$ cat src/rtl/pid_pkg.sv
// Shared defaults, FSM encoding and 16-bit saturation helpers for the PID term generator.
package pid_pkg;

   localparam int DW_DEF   = 16;
   localparam int CW_DEF   = 16;
   localparam int FRAC_DEF = 8;
   localparam int SW       = 32;

   localparam logic signed [15:0]   SAT_MAX   = 16'sh7FFF;
   localparam logic signed [15:0]   SAT_MIN   = 16'sh8000;
   localparam logic signed [SW-1:0] SAT_MAX_W = 32'sd32767;
   localparam logic signed [SW-1:0] SAT_MIN_W = -32'sd32768;

   typedef enum logic [2:0] {
      IDLE  = 3'd0,
      DIFF  = 3'd1,
      MUL_P = 3'd2,
      MUL_I = 3'd3,
      MUL_D = 3'd4,
      DONE  = 3'd5
   } pid_state_e;

   function automatic logic signed [SW-1:0] sext18(input logic [17:0] v);
      return {{(SW-18){v[17]}}, v};
   endfunction

   function automatic logic sat16_ovf(input logic signed [SW-1:0] x);
      return (x > SAT_MAX_W) || (x < SAT_MIN_W);
   endfunction

   function automatic logic signed [15:0] sat16(input logic signed [SW-1:0] x);
      if (x > SAT_MAX_W) begin
         return SAT_MAX;
      end else if (x < SAT_MIN_W) begin
         return SAT_MIN;
      end else begin
         return x[15:0];
      end
   endfunction

endpackage

$ cat src/rtl/pid_mul_sat.sv
// Shared coefficient multiplier: signed CW x DW product, floor shift by FRAC, clamp to DW bits.
module pid_mul_sat
   import pid_pkg::*;
#(
   parameter int DW   = DW_DEF,
   parameter int CW   = CW_DEF,
   parameter int FRAC = FRAC_DEF
) (
   input  logic signed [CW-1:0] coef,
   input  logic signed [DW-1:0] opnd,
   output logic signed [DW-1:0] res,
   output logic                 ovf
);

   logic signed [CW+DW-1:0] coef_x_s;
   logic signed [CW+DW-1:0] opnd_x_s;
   logic signed [CW+DW-1:0] prod_s;
   logic signed [CW+DW-1:0] shft_s;

   // Operands are sign-extended first so the full product fits without overflow.
   assign coef_x_s = {{DW{coef[CW-1]}}, coef};
   assign opnd_x_s = {{CW{opnd[DW-1]}}, opnd};
   assign prod_s   = coef_x_s * opnd_x_s;
   assign shft_s   = prod_s >>> FRAC;
   assign res      = sat16(shft_s);
   assign ovf      = sat16_ovf(shft_s);

endmodule

$ cat src/rtl/pid_term_gen.sv
// Incremental PID term generator: one sample per six cycles, P/I/D terms through one shared multiplier.
// Optional macro PID_TERM_DEADBAND_EN zeroes errors within +/-DEADBAND before use.
module pid_term_gen
   import pid_pkg::*;
#(
   parameter int DW   = DW_DEF,
   parameter int CW   = CW_DEF,
   parameter int FRAC = FRAC_DEF
`ifdef PID_TERM_DEADBAND_EN
   ,
   parameter int DEADBAND = 4
`endif
) (
   input  logic                 clk,
   input  logic                 rst_n,
   input  logic                 in_valid,
   output logic                 in_ready,
   input  logic signed [DW-1:0] setpoint,
   input  logic signed [DW-1:0] feedback,
   input  logic signed [CW-1:0] kp,
   input  logic signed [CW-1:0] ki,
   input  logic signed [CW-1:0] kd,
   input  logic                 clear_hist,
   output logic                 out_valid,
   output logic signed [DW-1:0] p_term,
   output logic signed [DW-1:0] i_term,
   output logic signed [DW-1:0] d_term,
   output logic                 sat
);

   pid_state_e state_r;

   logic signed [DW-1:0] sp_r;
   logic signed [DW-1:0] fb_r;
   logic signed [CW-1:0] kp_r;
   logic signed [CW-1:0] ki_r;
   logic signed [CW-1:0] kd_r;
   logic signed [DW-1:0] e_r;
   logic signed [DW-1:0] e1_r;
   logic signed [DW-1:0] e2_r;
   logic signed [DW-1:0] dp_r;
   logic signed [DW-1:0] dd_r;
   logic signed [DW-1:0] p_hold_r;
   logic signed [DW-1:0] i_hold_r;
   logic                 sat_acc_r;

   logic [DW:0]          e_wide_s;
   logic signed [DW-1:0] e_sat_s;
   logic                 e_ovf_s;
   logic signed [DW-1:0] e_db_s;
   logic [DW:0]          dp_wide_s;
   logic [DW+1:0]        dd_wide_s;
   logic signed [DW-1:0] dp_sat_s;
   logic                 dp_ovf_s;
   logic signed [DW-1:0] dd_sat_s;
   logic                 dd_ovf_s;

   logic signed [CW-1:0] mul_coef_s;
   logic signed [DW-1:0] mul_opnd_s;
   logic signed [DW-1:0] mul_res_s;
   logic                 mul_ovf_s;

   // Differences are formed one bit wider (two for dd) so clamping sees the true value.
   assign e_wide_s  = {sp_r[DW-1], sp_r} - {fb_r[DW-1], fb_r};
   assign e_sat_s   = sat16(sext18({e_wide_s[DW], e_wide_s}));
   assign e_ovf_s   = sat16_ovf(sext18({e_wide_s[DW], e_wide_s}));

`ifdef PID_TERM_DEADBAND_EN
   localparam logic signed [DW-1:0] DB_POS = DW'(DEADBAND);
   localparam logic signed [DW-1:0] DB_NEG = -DB_POS;

   // Small errors are treated as exactly zero, including in the stored history.
   always_comb begin
      if ((e_sat_s >= DB_NEG) && (e_sat_s <= DB_POS)) begin
         e_db_s = {DW{1'b0}};
      end else begin
         e_db_s = e_sat_s;
      end
   end
`else
   assign e_db_s = e_sat_s;
`endif

   assign dp_wide_s = {e_db_s[DW-1], e_db_s} - {e1_r[DW-1], e1_r};
   assign dd_wide_s = {{2{e_db_s[DW-1]}}, e_db_s} - {e1_r[DW-1], e1_r, 1'b0}
                    + {{2{e2_r[DW-1]}}, e2_r};
   assign dp_sat_s  = sat16(sext18({dp_wide_s[DW], dp_wide_s}));
   assign dp_ovf_s  = sat16_ovf(sext18({dp_wide_s[DW], dp_wide_s}));
   assign dd_sat_s  = sat16(sext18(dd_wide_s));
   assign dd_ovf_s  = sat16_ovf(sext18(dd_wide_s));

   // Operand select for the shared multiplier, one term per multiply state.
   always_comb begin
      mul_coef_s = {CW{1'b0}};
      mul_opnd_s = {DW{1'b0}};
      case (state_r)
         MUL_P: begin
            mul_coef_s = kp_r;
            mul_opnd_s = dp_r;
         end
         MUL_I: begin
            mul_coef_s = ki_r;
            mul_opnd_s = e_r;
         end
         MUL_D: begin
            mul_coef_s = kd_r;
            mul_opnd_s = dd_r;
         end
         default: begin
            mul_coef_s = {CW{1'b0}};
            mul_opnd_s = {DW{1'b0}};
         end
      endcase
   end

   pid_mul_sat #(
      .DW   (DW),
      .CW   (CW),
      .FRAC (FRAC)
   ) u_mul (
      .coef (mul_coef_s),
      .opnd (mul_opnd_s),
      .res  (mul_res_s),
      .ovf  (mul_ovf_s)
   );

   // Sequencer, operand latches, error history and registered outputs.
   always_ff @(posedge clk) begin
      if (!rst_n) begin
         state_r   <= IDLE;
         sp_r      <= {DW{1'b0}};
         fb_r      <= {DW{1'b0}};
         kp_r      <= {CW{1'b0}};
         ki_r      <= {CW{1'b0}};
         kd_r      <= {CW{1'b0}};
         e_r       <= {DW{1'b0}};
         e1_r      <= {DW{1'b0}};
         e2_r      <= {DW{1'b0}};
         dp_r      <= {DW{1'b0}};
         dd_r      <= {DW{1'b0}};
         p_hold_r  <= {DW{1'b0}};
         i_hold_r  <= {DW{1'b0}};
         sat_acc_r <= 1'b0;
         p_term    <= {DW{1'b0}};
         i_term    <= {DW{1'b0}};
         d_term    <= {DW{1'b0}};
         sat       <= 1'b0;
         out_valid <= 1'b0;
         in_ready  <= 1'b1;
      end else begin
         case (state_r)
            IDLE: begin
               out_valid <= 1'b0;
               // A clear with a concurrent accept lands before DIFF reads the history.
               if (clear_hist) begin
                  e1_r <= {DW{1'b0}};
                  e2_r <= {DW{1'b0}};
               end
               if (in_valid) begin
                  sp_r     <= setpoint;
                  fb_r     <= feedback;
                  kp_r     <= kp;
                  ki_r     <= ki;
                  kd_r     <= kd;
                  in_ready <= 1'b0;
                  state_r  <= DIFF;
               end else begin
                  in_ready <= 1'b1;
                  state_r  <= IDLE;
               end
            end
            DIFF: begin
               e_r       <= e_db_s;
               dp_r      <= dp_sat_s;
               dd_r      <= dd_sat_s;
               sat_acc_r <= e_ovf_s | dp_ovf_s | dd_ovf_s;
               state_r   <= MUL_P;
            end
            MUL_P: begin
               p_hold_r  <= mul_res_s;
               sat_acc_r <= sat_acc_r | mul_ovf_s;
               state_r   <= MUL_I;
            end
            MUL_I: begin
               i_hold_r  <= mul_res_s;
               sat_acc_r <= sat_acc_r | mul_ovf_s;
               state_r   <= MUL_D;
            end
            MUL_D: begin
               p_term    <= p_hold_r;
               i_term    <= i_hold_r;
               d_term    <= mul_res_s;
               sat       <= sat_acc_r | mul_ovf_s;
               out_valid <= 1'b1;
               e2_r      <= e1_r;
               e1_r      <= e_r;
               state_r   <= DONE;
            end
            DONE: begin
               out_valid <= 1'b0;
               in_ready  <= 1'b1;
               state_r   <= IDLE;
            end
            default: begin
               out_valid <= 1'b0;
               in_ready  <= 1'b1;
               state_r   <= IDLE;
            end
         endcase
      end
   end

endmodule

$ cat config.mk
export PLATFORM = sky130hd
export DESIGN_NAME = pid_term_gen
export DESIGN_NICKNAME = d
export VERILOG_FILES = /design/src/rtl/pid_pkg.sv /design/src/rtl/pid_mul_sat.sv /design/src/rtl/pid_term_gen.sv
export SDC_FILE = /design/constraint.sdc
export NUM_CORES = 1
export LEC_CHECK = 0
export BUFFER_PORTS_ARGS = -buffer_cell sky130_fd_sc_hd__buf_2
export CAP_MARGIN = 20
export CORE_MARGIN = 2
export CORE_UTILIZATION = 56
export CTS_BUF_LIST = sky130_fd_sc_hd__clkbuf_8
export DETAILED_ROUTE_END_ITERATION = 6
export PLACE_DENSITY = 0.74
export SYNTH_ARGS = -nofsm -noshare
export SYNTH_HDL_FRONTEND = slang
export SYNTH_SLANG_ARGS = --single-unit
export TNS_END_PERCENT = 50
$ cat constraint.sdc
create_clock -name clk -period 22.3 [get_ports clk]
set_input_delay 3.345 -clock clk [delete_from_list [all_inputs] [get_ports clk]]
set_output_delay 3.345 -clock clk [all_outputs]
set_load 0.03 [all_outputs]
# Yosys cells after proc, flatten, opt, wreduce, memory -nomap -nowiden
# Cells that the tools add are included.
totals:
  reg_bits: 247
  in_bits: 84
  out_inout_bits: 51
  wordCells: 72
op_classes:
  add_sub_neg: 4
  n_mul: 1
  order_cmp: 8
  n_eq_ne: 5
  mux: 19
  bitwise_logic: 3
  reduce_logical: 12
ops:
  columns: ["op", "count"]
  rows:
  - ["16-bit two-way mux", 9]
  - ["16-bit one-hot mux with 3 select lines", 2]
  - ["16-bit one-hot mux with 2 select lines", 2]
  - ["17-bit by 16-bit > comparator with 1-bit output, second input constant", 2]
  - ["17-bit by 16-bit < comparator with 1-bit output, second input constant", 2]
  - ["16-bit by 16-bit subtractor with 17-bit output", 2]
  - ["16-bit by 16-bit multiplier with 32-bit output", 1]
  - ["24-bit by 16-bit > comparator with 1-bit output, second input constant", 1]
  - ["24-bit by 16-bit < comparator with 1-bit output, second input constant", 1]
  - ["18-bit adder", 1]
  - ["18-bit by 16-bit > comparator with 1-bit output, second input constant", 1]
  - ["18-bit by 16-bit < comparator with 1-bit output, second input constant", 1]
  - ["16-bit by 17-bit subtractor with 18-bit output", 1]
  - ["3-bit one-hot mux with 5 select lines", 1]
  - ["3-bit by 2-bit equality test with 1-bit output, second input constant", 2]
  - ["1-bit one-hot mux with 2 select lines", 3]
  - ["1-bit logical OR", 4]
  - ["2-bit AND reduction", 2]
  - ["2-bit nonzero test", 2]
  - ["4-bit OR reduction", 1]
  - ["3-bit by 1-bit equality test with 1-bit output, second input constant", 1]
  - ["3-bit equality test, second input constant", 1]
  - ["3-bit logical NOT", 1]
  - ["1-bit OR", 3]
  - ["4 further kinds", 5]

# Depth between registers and ports, before layout
# Gate-level depths: netlist of run 1.
depth:
  ltp_word: 10
  depth_mapped: 34
  depth_no_buf: 28

# Hierarchy
# Synthesis of run 1 repeated with hierarchy kept, for this count alone.
unflattened:
  hier_cells: 2729
  area_unflattened_um2: 22755.6
by_module_without_submodules:
  columns: ["mod", "n_inst", "cells_each", "area_per_inst_um2", "seq_area_each_um2"]
  rows:
  - ["pid_term_gen", 1, 1553, 12424.4, 4944.7]
  - ["pid_mul_sat", 1, 1176, 10331.2, 0.0]

# Worst setup path before layout of run 1
# No wires, ideal clock.
synth_timing:
  kind: "flip-flop to flip-flop"
  start: "reg state_r[0]"
  end: "reg i_hold_r[14]"
  setup_ns: 0.122
  arrival_time_ns: 8.375
  t_required_ns: 22.178
  slack_ns: 13.803
  path_stages_with_launch: 33
  n_path_buf: 7
  synth_period_minus_slack_ns: 8.497
  path_cell_list: "dfxtp_1 -> buf_4 -> buf_1 -> buf_1 -> clkbuf_1 -> mux2i_1 -> o21ai_1 -> nand2_1 -> fa_1 -> inv_1 -> fa_1 -> inv_1 -> fa_1 -> inv_1 -> fa_1 -> fa_1 -> inv_1 -> fa_1 -> inv_1 -> ha_1 -> clkbuf_1 -> and3_1 -> a221oi_1 -> nor3_1 -> nor2_1 -> o21ai_4 -> nand4_1 -> nand2_1 -> xnor2_2 -> buf_2 -> buf_4 -> a21oi_2 -> a221o_1"
synth_via:
  elab_chain_len: 6
  word_cells_on_any_way: 10
  cone_classes: "1 x mul; 2 x order compare; 3 x eq/ne; 4 x mux"
synth_lines:
  columns: ["item", "line", "text"]
  rows:
  - ["from (decl)", "pid_term_gen.sv:31", "pid_state_e state_r;"]
  - ["from (signal assigned)", "pid_term_gen.sv:130", "state_r <= IDLE;"]
  - ["from (signal assigned)", "pid_term_gen.sv:166", "state_r <= DIFF;"]
  - ["from (signal assigned)", "pid_term_gen.sv:169", "state_r <= IDLE;"]
  - ["3-bit equality test (tied with other cells)", "pid_term_gen.sv:96", "case (state_r)"]
  - ["16-bit one-hot mux with 3 select lines", "pid_term_gen.sv:96", null]
  - ["16-bit by 16-bit multiplier with 32-bit output", "pid_mul_sat.sv:23", "assign prod_s = coef_x_s * opnd_x_s;"]
  - ["24-bit by 16-bit < comparator with 1-bit output", "pid_pkg.sv:34", "end else if (x < SAT_MIN_W) begin"]
  - ["16-bit two-way mux", "pid_pkg.sv:34", null]
  - ["16-bit two-way mux", "pid_pkg.sv:32", "if (x > SAT_MAX_W) begin"]
  - ["to (signal assigned)", "pid_term_gen.sv:142", "i_hold_r <= {DW{1'b0}};"]
  - ["to (signal assigned)", "pid_term_gen.sv:185", "i_hold_r <= mul_res_s;"]
  - ["to (decl)", "pid_term_gen.sv:44", "logic signed [DW-1:0] i_hold_r;"]
# Several ways; a longest one is shown, not always the timed one.
# A chain may end at the register's enable or synchronous reset.

# Worst setup path after layout of run 1
layout_timing:
  start: "reg state_r[1]"
  end: "reg i_hold_r[1]"
# The elaborated chain is that of the path after synthesis.

==> summary.md, run 1 <==
| Metric | Value |
|---|---|
| RSZ-0062 raised after global routing | `no` |
| Final setup margin | `12.50 ns` |
| Critical path peak fanout | `55` |
| Nature of the critical path endpoint | `flip-flop` |
| Initial antenna violation count | `2` |
| Worst R2R Setup Slack | `12.50 ns` |
| HP Class | `reg -> reg` |
| Clock Root Buffer | `clkbuf_8` |
| HPWL after DPL | `47.4 mm` |
| Post-synth EDFFs | `0` |
| Compound-cell area share of the yosys netlist | `15.8%` |
| Vias in the first global route | `19.7k` |
| Reg2reg start | `state_r[1]` |
| Total CTS buffers | `40` |
| Period utilization | `44.0%` |
| Die Ht | `204 um` |
| Net Sw Frac | `43.2%` |
| TNS Setup | `0 ns` |
| Area of the mapped netlist | `22400 um2` |
| CP Launch Type | `flip-flop` |
| Die width | `204 um` |
| Hold-critical path depth | `2` |
| CTS clk-pin slew, worst paths | `0.06 ns` |
| Critical setup path kind | `reg -> reg` |
| Hold Fails Final Rpt | `0` |
| Max-slew violations | `0` |
| Post-synthesis simple-gate area fraction | `15.8%` |
| Layout cell share with drive strength beyond 1 | `9.79%` |
| Largest net degree at the start of global routing | `101` |
| Die ar. | `41600 um2` |
| Post-route ant nets | `0` |
| Cells after Synth | `2659` |
| P_leak | `0.0110 uW` |
| Max incr delay on CP | `1.05 ns` |
| Clock power frac | `20.4%` |
| Routed via count | `19.0k` |
| Global-route wire length before repair | `102 mm` |
| Hold Startpoint | `i_hold_r[7]` |
| Cts repair resizes | `0` |
| CTS tree | `done` |
| Sequential area share after synthesis | `22.1%` |
| Wire per inst | `18.8 um` |
| Combinational family with the most area after synthesis | `adder cells` |
| Synth Area in XOR/XNOR | `2.85%` |
| Reg power frac | `26.0%` |
| Worst EP arrival | `10.28 ns` |
| DRC Markers | `0` |
| Count of buffers from port buffering | `134` |
| Gr ovfl total | `0` |
| FP Rows | `73` |
| WHS Endpoint | `i_term[7]` |
| Mux cell area share after synthesis | `1.60%` |
| GRT Util Overall | `30.8%` |
| Skew-Pair Late Insertion Delay | `0.58 ns` |
| Buf+Inv Stages, Crit Path | `5` |
| Longest Clk Path Bufs | `3` |
| Layout area overhead | `8.08%` |
| Sw Pwr | `832 uW` |
| Post-layout nets | `3223` |
| Yosys warns | `0` |
| Most frequent CP cell | `fa_1` |
| Async SR Flop Fraction | `0%` |
| Least-Margin Pin Slew | `1.12 ns` |
| Maximum vdd drop | `89.8 uV` |
| Routed vias/inst | `5.79` |
| Synth cell types | `84` |
| Total Wirelength | `61.6 mm` |
| Endpoint of the worst register-to-register path | `i_hold_r[1]` |
| Max Clock Skew | `0.0560 ns` |
| PwrDens | `79.6 nW/um2` |
| Critical Path RT | `22.78 ns` |
| Number of setup violations in the final report | `0` |
| DRT Pass-1 Iters | `5` |
| # IOs | `135` |
| Hold_buf cts | `0` |
| DR iter-0 viols | `1588` |
| Comb power frac | `53.6%` |
| Tmin final | `9.80 ns` |
| Cell family with most CP delay | `adder cells` |
| Crit path max-delay cell type | `o21ai_0` |
| Top FF cell, synth | `dfxtp_1` |
| Core footprint | `39500 um2` |
| Flip-flop and latch count after synthesis | `247` |
| Starting Density | `56.6%` |
| Pre-CTS setup slack | `12.65 ns` |
| Int Power | `1090 uW` |
| Fmax | `0.102 GHz` |
| R2R cell count | `25` |
| Max cap viols | `0` |
| Synth Area per Inst | `8.42 um2` |
| Total power | `1930 uW` |
| Slew HR | `25.3%` |
| Number of diodes | `0` |
| Postcts setup bufs | `0` |
| Adder-cell share of the synthesized area | `33.0%` |
| GPL Wtd Cong | `0.940` |
| Clk sinks | `247` |
| H-tree levels | `2` |
| Outcome | `completed` |
| Syn Nets | `3150` |
## routing by layer
layer	global-route usage, %	part of all wire [%]
met1	38.8	40
met2	53.2	49
met3	4.42	6.5
met4	12.3	4.2
met5	0	0.021
## cell usage in the layout (no fill, tap or decap), types with 32 or more instances in the layout
cell	n
a21oi_1	213
ha_1	128
o21ai_0	78
o21a_1	33
a22oi_1	34
xnor2_1	45
a221o_1	32
mux2i_1	32
inv_1	395
dfxtp_1	246
nor2_1	257
clkbuf_8	50
fa_1	279
buf_2	134
nor3_1	34
nand2_1	399
## worst min-delay path: stages, from the launching register on
cell and delay (ns):
dfxtp_1 0.32, nand2_1 0.06, a21oi_1 0.05
## power groups by stage
stage | Combinational, uW | Sequential [uW] | Clock, uW
3_3_place_gp | 980 | 509 | 0
6_report | 1030 | 501 | 392
2_1_floorplan | 775 | 503 | 0
4_1_cts | 1010 | 500 | 397
3_5_place_dp | 1000 | 510 | 0
5_1_grt | 1140 | 504 | 416
## synth_stat cells, types with 3 or more instances
cell type  count  area, um2
nand2_1      399       1500
inv_1        384       1440
fa_1         279       5590
nor2_1       257        965
dfxtp_1      247       4940
a21oi_1      213       1070
ha_1         128       1600
clkbuf_1     106        398
o21ai_0       78        390
xnor2_1       46        403
a22oi_1       34        255
nor3_1        34        170
o21a_1        33        248
a221o_1       32        320
mux2i_1       32        320
a21o_1        26        195
xor2_1        23        201
and3_1        21        131
a211oi_1      20        150
maj3_1        20        200
a211o_1       17        149
nand2b_1      17        106
nand3_1       16       80.1
o21ai_1       15       75.1
buf_1         14       52.6
nor2b_1       11       68.8
or2_2         11       68.8
a21oi_2        9       78.8
and2_1         9       56.3
nand4_1        9       56.3
o21bai_1       9       67.6
a31oi_1        8       50.1
or3_1          7       43.8
o211ai_1       6       45.0
buf_6          5       56.3
nor4_1         5       31.3
nor4_4         4       85.1
a21boi_0       3       22.5
and4_1         3       26.3
buf_2          3       15.0
o221ai_1       3       26.3
or4_1          3       22.5
## final cells by class
class,instances,area [um2]
clock buffers,50,688
clock inverters,17,100
fillers,3498,15400
inverters,385,1450
multi-input cells,1897,15500
flip-flops and latches,247,4950
well taps,525,657
repair buffers,161,873
## kinds of logic (layout without fill, tap and decap cells)
logic type | Yosys count | after routing
fa+ha+maj | 427 | 427
compound gates | 546 | 546
xor+xnor | 71 | 71
simple gates | 818 | 818
buf+inv | 515 | 613
flops | 247 | 247
mux | 35 | 35
## worst max path at each step
stage | startpoint | endpoint | slack (ns) | depth (start not counted)
6_report | state_r[1] | i_hold_r[1] | 12.50 | 25
5_1_grt | state_r[1] | i_hold_r[3] | 11.75 | 23
4_1_cts | state_r[1] | i_hold_r[1] | 12.55 | 25
3_5_place_dp | state_r[1] | p_hold_r[1] | 12.65 | 25
3_3_place_gp | state_r[1] | i_hold_r[3] | 12.84 | 25
2_1_floorplan | state_r[0] | i_hold_r[14] | 13.80 | 32
## flip-flops by register name (all words and copies together), names as in the netlist
signal     cells
d_term        16
dd_r          16
dp_r          16
e1_r          16
e2_r          16
e_r           16
fb_r          16
i_hold_r      16
i_term        16
kd_r          16
ki_r          16
kp_r          16
p_hold_r      16
p_term        16
sp_r          16
state_r        3
in_ready       1
out_valid      1
sat            1
sat_acc_r      1
## per-stage QoR
stage               hold slack [ns]  utilization (%)  instance area [um2]  cells
global route                  0.468             61.2                24200   3282
floorplan                     0.432                -                22400   2659
CTS                           0.425             61.1                24200   3279
global placement              0.441             59.1                23400   3211
detailed placement            0.446             59.1                23400   3212
finish                        0.426             61.2                24200   3282
(Power assumes the default switching activity.)
==> run 2, diff against run 1 <==
- ABC_AREA: default -> 1
- PLACE_DENSITY: 0.74 -> 0.77
- clock period: 22.3 -> 8.42 ns (I/O delays scaled with it)
==> run 2 against run 1 <==
Utilization grew 0.59 points; via count grew 5.0%; sequential power grew to 2.8 times the previous value; setup slack lost 12 ns; register-to-register slack lost 12 ns; clock power grew to 2.9 times the previous value; cell count grew 13%; global-route usage shrank 0.28 points; critical path depth grew 9; design area grew 3.8%.
==> summary.md, run 2 <==
| Metric | Value |
|---|---|
| DR top layer | `met4 (was met5)` |
| Count of buffers from port buffering | `134 (unchanged)` |
| Die width | `206 um (was 204 um)` |
| Most frequent cells in the layout | `inv_1 (707), nand2_1 (512), fa_1 (277) (was nand2_1 (399), inv_1 (395), fa_1 (279))` |
| DR iter-0 viols | `1786 (was 1588)` |
| Async SR Flop Fraction | `0% (unchanged)` |
| TNS Setup | `0 ns (unchanged)` |
| Metal-1 WL | `27.6 mm (was 24.7 mm)` |
| Routed via count | `19.9k (was 19.0k)` |
| Number of setup violations in the final report | `0 (unchanged)` |
| CP Launch Type | `flip-flop (unchanged)` |
| Synth top area share | `24.4% (was 25.0%)` |
| Fmax | `0.125 GHz (was 0.102 GHz)` |
| Ranking of synthesized cells by area | `fa_1 (24%), dfxtp_1 (22%), inv_1 (11%) (was fa_1 (25%), dfxtp_1 (22%), ha_1 (7.2%))` |
| Max incr delay on CP | `0.57 ns (was 1.05 ns)` |
| Post-route ant nets | `0 (unchanged)` |
| P_leak | `0.0133 uW (was 0.0110 uW)` |
| CTS tree | `done (unchanged)` |
| Die ar. | `42600 um2 (was 41600 um2)` |
| Gr ovfl total | `0 (unchanged)` |
| DRT Pass-1 Iters | `6 (was 5)` |
| Hold_buf cts | `0 (unchanged)` |
| H-tree levels | `2 (unchanged)` |
| Yosys warns | `0 (unchanged)` |
| Period utilization | `95.1% (was 44.0%)` |
| Total Wirelength | `62.7 mm (was 61.6 mm)` |
| FP Rows | `74 (was 73)` |
| Layout area overhead | `9.54% (was 8.08%)` |
| Least-Margin Pin Slew | `1.00 ns (was 1.12 ns)` |
| Cell area after layout | `25100 um2 (was 24200 um2)` |
| Crit path launch | `state_r[1] (unchanged)` |
| Maximum vdd drop | `266 uV (was 89.8 uV)` |
| Syn Nets | `3553 (was 3150)` |
| Commonest non-fill, non-tap cell in the layout | `inv_1 (was nand2_1)` |
| Slew HR | `33.2% (was 25.3%)` |
| Post-DP Area | `24100 um2 (was 23400 um2)` |
| Sequential area share after synthesis | `21.6% (was 22.1%)` |
| Total CTS buffers | `42 (was 40)` |
| Clk sinks | `247 (unchanged)` |
| Core footprint | `40600 um2 (was 39500 um2)` |
| # fillers | `3567 (was 3498)` |
| Top-count cell post-synth | `inv_1 (was nand2_1)` |
| Initial antenna violation count | `2 (unchanged)` |
| DRC Markers | `0 (unchanged)` |
| Endpoint of the worst register-to-register path | `i_hold_r[4] (was i_hold_r[1])` |
| Skew-Pair Late Insertion Delay | `0.61 ns (was 0.58 ns)` |
| Area of the mapped netlist | `22900 um2 (was 22400 um2)` |
| Clock Root Buffer | `clkbuf_8 (unchanged)` |
| GRT Util Overall | `30.5% (was 30.8%)` |
| Wire per inst | `16.8 um (was 18.8 um)` |
| Max cap viols | `0 (unchanged)` |
| Tmin final | `8.01 ns (was 9.80 ns)` |
| HP Class | `reg -> reg (unchanged)` |
| Cells after Synth | `3062 (was 2659)` |
| Worst R2R Setup Slack | `0.41 ns (was 12.50 ns)` |
| Synth cell types | `50 (was 84)` |
| Met2 WL | `28.3 mm (was 30.3 mm)` |
| CTS clk-pin slew, worst paths | `0.07 ns (was 0.06 ns)` |
| Routed vias/inst | `5.36 (was 5.79)` |
| HPWL after DPL | `49.2 mm (was 47.4 mm)` |
| Critical path peak fanout | `25 (was 55)` |
| Footprint of the multi-input gates | `14800 um2 (was 15500 um2)` |
| Global-route wire length before repair | `103 mm (was 102 mm)` |
| Worst EP arrival | `8.55 ns (was 10.28 ns)` |
| Top FF cell, synth | `dfxtp_1 (unchanged)` |
| Top cell type by total area after synthesis | `fa_1 (unchanged)` |
| Max Clock Skew | `0.0353 ns (was 0.0560 ns)` |
| Vias in the first global route | `20.0k (was 19.7k)` |
| PwrDens | `230 nW/um2 (was 79.6 nW/um2)` |
| Critical Path RT | `8.96 ns (was 22.78 ns)` |
| RSZ-0062 raised after global routing | `no (unchanged)` |
| R2R cell count | `34 (was 25)` |
| Starting Density | `56.4% (was 56.6%)` |
| GPL Wtd Cong | `0.945 (was 0.940)` |
| Largest net degree at the start of global routing | `109 (was 101)` |
| Nature of the critical path endpoint | `flip-flop (unchanged)` |
| Post-synth EDFFs | `0 (unchanged)` |
| Die Ht | `206 um (was 204 um)` |
| Post-layout nets | `3658 (was 3223)` |
| # IOs | `135 (unchanged)` |
| Longest Clk Path Bufs | `3 (unchanged)` |
| Crit path max-delay cell type | `fa_1 (was o21ai_0)` |
| Critical setup path kind | `reg -> reg (unchanged)` |
| Hold Fails Final Rpt | `0 (unchanged)` |
| Outcome | `completed (unchanged)` |
| Reg2reg start | `state_r[1] (unchanged)` |
| Synth Area per Inst | `7.49 um2 (was 8.42 um2)` |
| Register area | `4950 um2 (about the same)` |
| Layout cell share with drive strength beyond 1 | `9.68% (was 9.79%)` |
| Max-slew violations | `0 (unchanged)` |
| Met3 Wirelength | `5.68 mm (was 4.03 mm)` |
| Critical Path Sink | `i_hold_r[4] (was i_hold_r[1])` |
| Flip-flop and latch count after synthesis | `247 (unchanged)` |
| Post-synth top cells | `inv_1 (699), nand2_1 (512), fa_1 (279) (was nand2_1 (399), inv_1 (384), fa_1 (279))` |
==> run 2: cell count changes after synthesis, sizes merged, moves of 19 or more <==
cell,change
a22oi,-34
and3,-19
mux2i,-32
maj3,-20
inv,+321
o21a,-30
nand2,+125
a21o,-20
a221o,-32
nand3,+47
o21ai,+205
==> run 2: power breakdown <==
group          total, uW  internal (uW)  switching (uW)
sequential          1390           1310            79.6
combinational       3240           1110            2130
clock               1140            621             520
==> run 2: cell type report <==
type	instances	area share, %
multi-input cells	1978	59.1
flip-flops and latches	247	19.7
inverters	707	10.6
repair buffers	190	4.50
clock buffers	49	2.69
well taps	532	2.65
clock inverters	19	0.703
repair inverters	1	0.0299
diodes	1	0.00997
==> run 2: logic make-up (layout without fill, tap and decap cells) <==
group	count (synthesis)	count (layout)	synth area share, %
AND/OR/NAND/NOR	908	908	16.1
buffers and inverters	837	966	14.0
AO/OA/AOI/OAI	601	601	14.6
adder cells (fa/ha/maj)	407	407	31.4
flip-flops	247	247	21.6
XOR/XNOR	62	62	2.40
other	0	1	0
==> run 2: through the flow <==
stage	worst slack (ns)	utilization (%)	hold slack (ns)	total power (uW)	cells
6_report	0.409	61.8	0.457	5780	3724
4_1_cts	0.135	61.4	0.462	5720	3715
2_1_floorplan	0.958	-	0.430	3730	3062
3_5_place_dp	0.159	59.3	0.447	4550	3647
3_3_place_gp	0.309	59.3	0.447	4520	3647
5_1_grt	0.0171	61.8	0.480	6250	3723
==> run 2: worst max-delay path, delay by kind of cell (launching register included) <==
family | cells | cell delay [ns]
fa+ha+maj | 7 | 3.56
simple gates | 8 | 0.98
xor+xnor | 1 | 0.34
compound gates | 7 | 1.31
flops | 1 | 0.40
buf+inv | 11 | 1.31
==> run 2: repair_timing <==
| action | in CTS | in global routing |
|---|---|---|
| endpoints found under the setup margin | 0 | 47 |
| gates resized for setup | 0 | 23 |
| buffers inserted | 0 | 6 |
==> run 2: layer usage <==
layer | global-route usage [%] | up-vias
li1 | - | 9583
met1 | 43.2 | 9477
met2 | 47.7 | 796
met3 | 6.46 | 90
met4 | 7.32 | 0
met5 | 0 | -
==> run 2: how the worst min path moves through the flow <==
stage	start	to	slack, ns	depth (start not counted)
after detailed placement	p_hold_r[14]	p_term[14]	0.45	2
after floorplan	i_hold_r[0]	i_term[0]	0.43	2
final	fb_r[5]	fb_r[5]	0.46	2
after CTS	sp_r[0]	sp_r[0]	0.46	2
after global placement	fb_r[7]	fb_r[7]	0.45	2
after global routing	e_r[15]	e1_r[15]	0.48	2
==> run 3, diff against run 2 <==
- CELL_PAD_IN_SITES_DETAIL_PLACEMENT: default -> 1
- CELL_PAD_IN_SITES_GLOBAL_PLACEMENT: default -> 1
- CORE_MARGIN: 2 -> default
- CORE_UTILIZATION: 56 -> 43
- PLACE_DENSITY: 0.77 -> default
- PLACE_DENSITY_LB_ADDON: default -> 0.1
==> run 3 against run 2 <==
Cell count rose by 4.5%; routed wire length rose by 19%; setup slack improved by 0.0017 ns; total power rose by 3.3%; worst hold slack improved by 0.0012 ns; via count rose by 1.6%; largest cell class unchanged.
==> summary.md, run 3 (same netlist as run 2, synthesis figures left out) <==
| Metric | Value |
|---|---|
| Largest net degree at the start of global routing | `82 (was 109)` |
| Number of diodes | `0 (was 1)` |
| Die ar. | `54200 um2 (was 42600 um2)` |
| Die Ht | `233 um (was 206 um)` |
| Critical Path RT | `8.91 ns (was 8.96 ns)` |
| Reg2reg start | `state_r[2] (was state_r[1])` |
| Nature of the critical path endpoint | `flip-flop (unchanged)` |
| Initial antenna violation count | `1 (was 2)` |
| Commonest non-fill, non-tap cell in the layout | `inv_1 (unchanged)` |
| Skew-Pair Late Insertion Delay | `0.62 ns (was 0.61 ns)` |
| DRT Pass-1 Iters | `5 (was 6)` |
| WHS Endpoint | `i_term[6] (was fb_r[5])` |
| Gr ovfl total | `0 (unchanged)` |
| Hold-critical path depth | `2 (unchanged)` |
| Hold Startpoint | `i_hold_r[6] (was fb_r[5])` |
| Post-route ant nets | `0 (unchanged)` |
| H-tree levels | `2 (unchanged)` |
| CP Launch Type | `flip-flop (unchanged)` |
| Post-DP Area | `24400 um2 (was 24100 um2)` |
| GRT Util Overall | `28.6% (was 30.5%)` |
| Max cap viols | `0 (unchanged)` |
| Die width | `233 um (was 206 um)` |
| Max Clock Skew | `0.0257 ns (was 0.0353 ns)` |
| GR peak layer | `met2 (unchanged)` |
| Reg power frac | `23.4% (was 24.1%)` |
| # IOs | `135 (unchanged)` |
| Grt met3 use | `3.97% (was 6.46%)` |
| FP Rows | `84 (was 74)` |
| Net Sw Frac | `49.5% (was 47.3%)` |
| Comb power frac | `57.9% (was 56.1%)` |
| Maximum vdd drop | `215 uV (was 266 uV)` |
| Max-slew violations | `0 (unchanged)` |
| GR Layer Usage met1 | `38.3% (was 43.2%)` |
| TNS Setup | `0 ns (unchanged)` |
| R2R cell count | `31 (was 34)` |
| HPWL after DPL | `59.6 mm (was 49.2 mm)` |
| GPL Wtd Cong | `0.949 (was 0.945)` |
| Starting Density | `43.5% (was 56.4%)` |
| Critical setup path kind | `reg -> reg (unchanged)` |
| Period utilization | `95.1% (about the same)` |
| PwrDens | `235 nW/um2 (was 230 nW/um2)` |
| Critical path peak fanout | `17 (was 25)` |
| DRC Markers | `0 (unchanged)` |
| Routed vias/inst | `5.21 (was 5.36)` |
| Pre-CTS setup slack | `0.0752 ns (was 0.159 ns)` |
| Layout area overhead | `10.7% (was 9.54%)` |
| Clk sinks | `247 (unchanged)` |
| CTS clk-pin slew, worst paths | `0.06 ns (was 0.07 ns)` |
| Cell area after layout | `25400 um2 (was 25100 um2)` |
| Slew HR | `25.0% (was 33.2%)` |
| DR iter-0 viols | `985 (was 1786)` |
| Outcome | `completed (unchanged)` |
| Vias in the first global route | `22.1k (was 20.0k)` |
| Wire per inst | `19.1 um (was 16.8 um)` |
| Crit path max-delay cell type | `o211ai_1 (was fa_1)` |
| Worst EP arrival | `8.50 ns (was 8.55 ns)` |
| Post-layout nets | `3667 (was 3658)` |
| Core footprint | `52700 um2 (was 40600 um2)` |
| Least-Margin Pin Slew | `1.11 ns (was 1.00 ns)` |
| Clock Root Buffer | `clkbuf_8 (unchanged)` |
| Worst R2R Setup Slack | `0.41 ns (about the same)` |
| Int Power | `3010 uW (was 3040 uW)` |
| Sw Pwr | `2950 uW (was 2730 uW)` |
| Most frequent cells in the layout | `inv_1 (712), nand2_1 (512), fa_1 (276) (was inv_1 (707), nand2_1 (512), fa_1 (277))` |
| Most frequent CP cell | `fa_1` |
| Final setup margin | `0.410 ns (was 0.409 ns)` |
| RSZ-0062 raised after global routing | `no (unchanged)` |
| CTS tree | `done (unchanged)` |
| Max incr delay on CP | `0.76 ns (was 0.57 ns)` |
| Global-route wire length before repair | `121 mm (was 103 mm)` |
| Endpoint of the worst register-to-register path | `i_hold_r[5] (was i_hold_r[4])` |
| Layout cell share with drive strength beyond 1 | `9.89% (was 9.68%)` |
| P_leak | `0.0134 uW (was 0.0133 uW)` |
| HP Class | `reg -> reg (unchanged)` |
| Clock power frac | `18.7% (was 19.8%)` |
| Total Wirelength | `74.4 mm (was 62.7 mm)` |
| Hold Fails Final Rpt | `0 (unchanged)` |
| Fmax | `0.125 GHz (about the same)` |
| Tmin final | `8.01 ns (about the same)` |
| Hold_buf cts | `0 (unchanged)` |
| GR Layer Usage met2 | `48.2% (was 47.7%)` |
| Number of setup violations in the final report | `0 (unchanged)` |
| Longest Clk Path Bufs | `3 (unchanged)` |
| Routed via count | `20.3k (was 19.9k)` |
| Total CTS buffers | `47 (was 42)` |
| Count of buffers from port buffering | `134 (unchanged)` |
## run 3: worst max path at each step
| stage | from | endpoint | cells after the start |
|---|---|---|---|
| 3_3_place_gp | state_r[1] | sat_acc_r | 30 |
| 4_1_cts | state_r[1] | i_hold_r[5] | 35 |
| 3_5_place_dp | state_r[1] | sat_acc_r | 35 |
| 6_report | state_r[2] | i_hold_r[5] | 31 |
| 5_1_grt | state_r[1] | d_term[4] | 30 |
| 2_1_floorplan | state_r[0] | p_hold_r[12] | 39 |
## run 3: cell type report
class	count	area [um2]
inverter	707	2670
timing repair buffer	195	1200
tap	688	861
fill	6670	27300
clock inverter	23	104
sequential	247	4950
clock buffer	55	757
multi-input combinational	1978	14800
## run 3: through the flow
stage	total power [uW]	cells	hold WS (ns)	util (%)
floorplan	3730	3062	0.430	-
global placement	4690	3810	0.441	46.3
detailed placement	4790	3811	0.449	46.3
CTS	5930	3889	0.466	48.0
global route	6430	3893	0.485	48.2
finish	5970	3893	0.459	48.2
## run 3: critical path: cells and delay by family (launching register included)
family                   cells  cell delay (ns)
adder cells (fa/ha/maj)      7             3.61
AO/OA/AOI/OAI                7             1.96
AND/OR/NAND/NOR             10             1.24
buffers and inverters        7             0.68
flip-flops                   1             0.37
## run 3: timing repair
item | CTS | global route
buffers inserted | 0 | 4
endpoints found under the setup margin | 0 | 47
gates resized for setup | 0 | 23
## run 3: power groups by stage
stage	Sequential [uW]	Clock, uW	Combinational [uW]
finish	1400	1120	3450
global route	1410	1190	3830
CTS	1400	1140	3400
detailed placement	1420	0	3370
global placement	1410	0	3270
floorplan	1400	0	2330
## run 3: per-layer routing
layer | vias up | part of all wire, %
met4 | 0 | 2.5
met5 | - | 0
met2 | 408 | 48
li1 | 9580 | -
met1 | 10200 | 46
met3 | 111 | 4.2
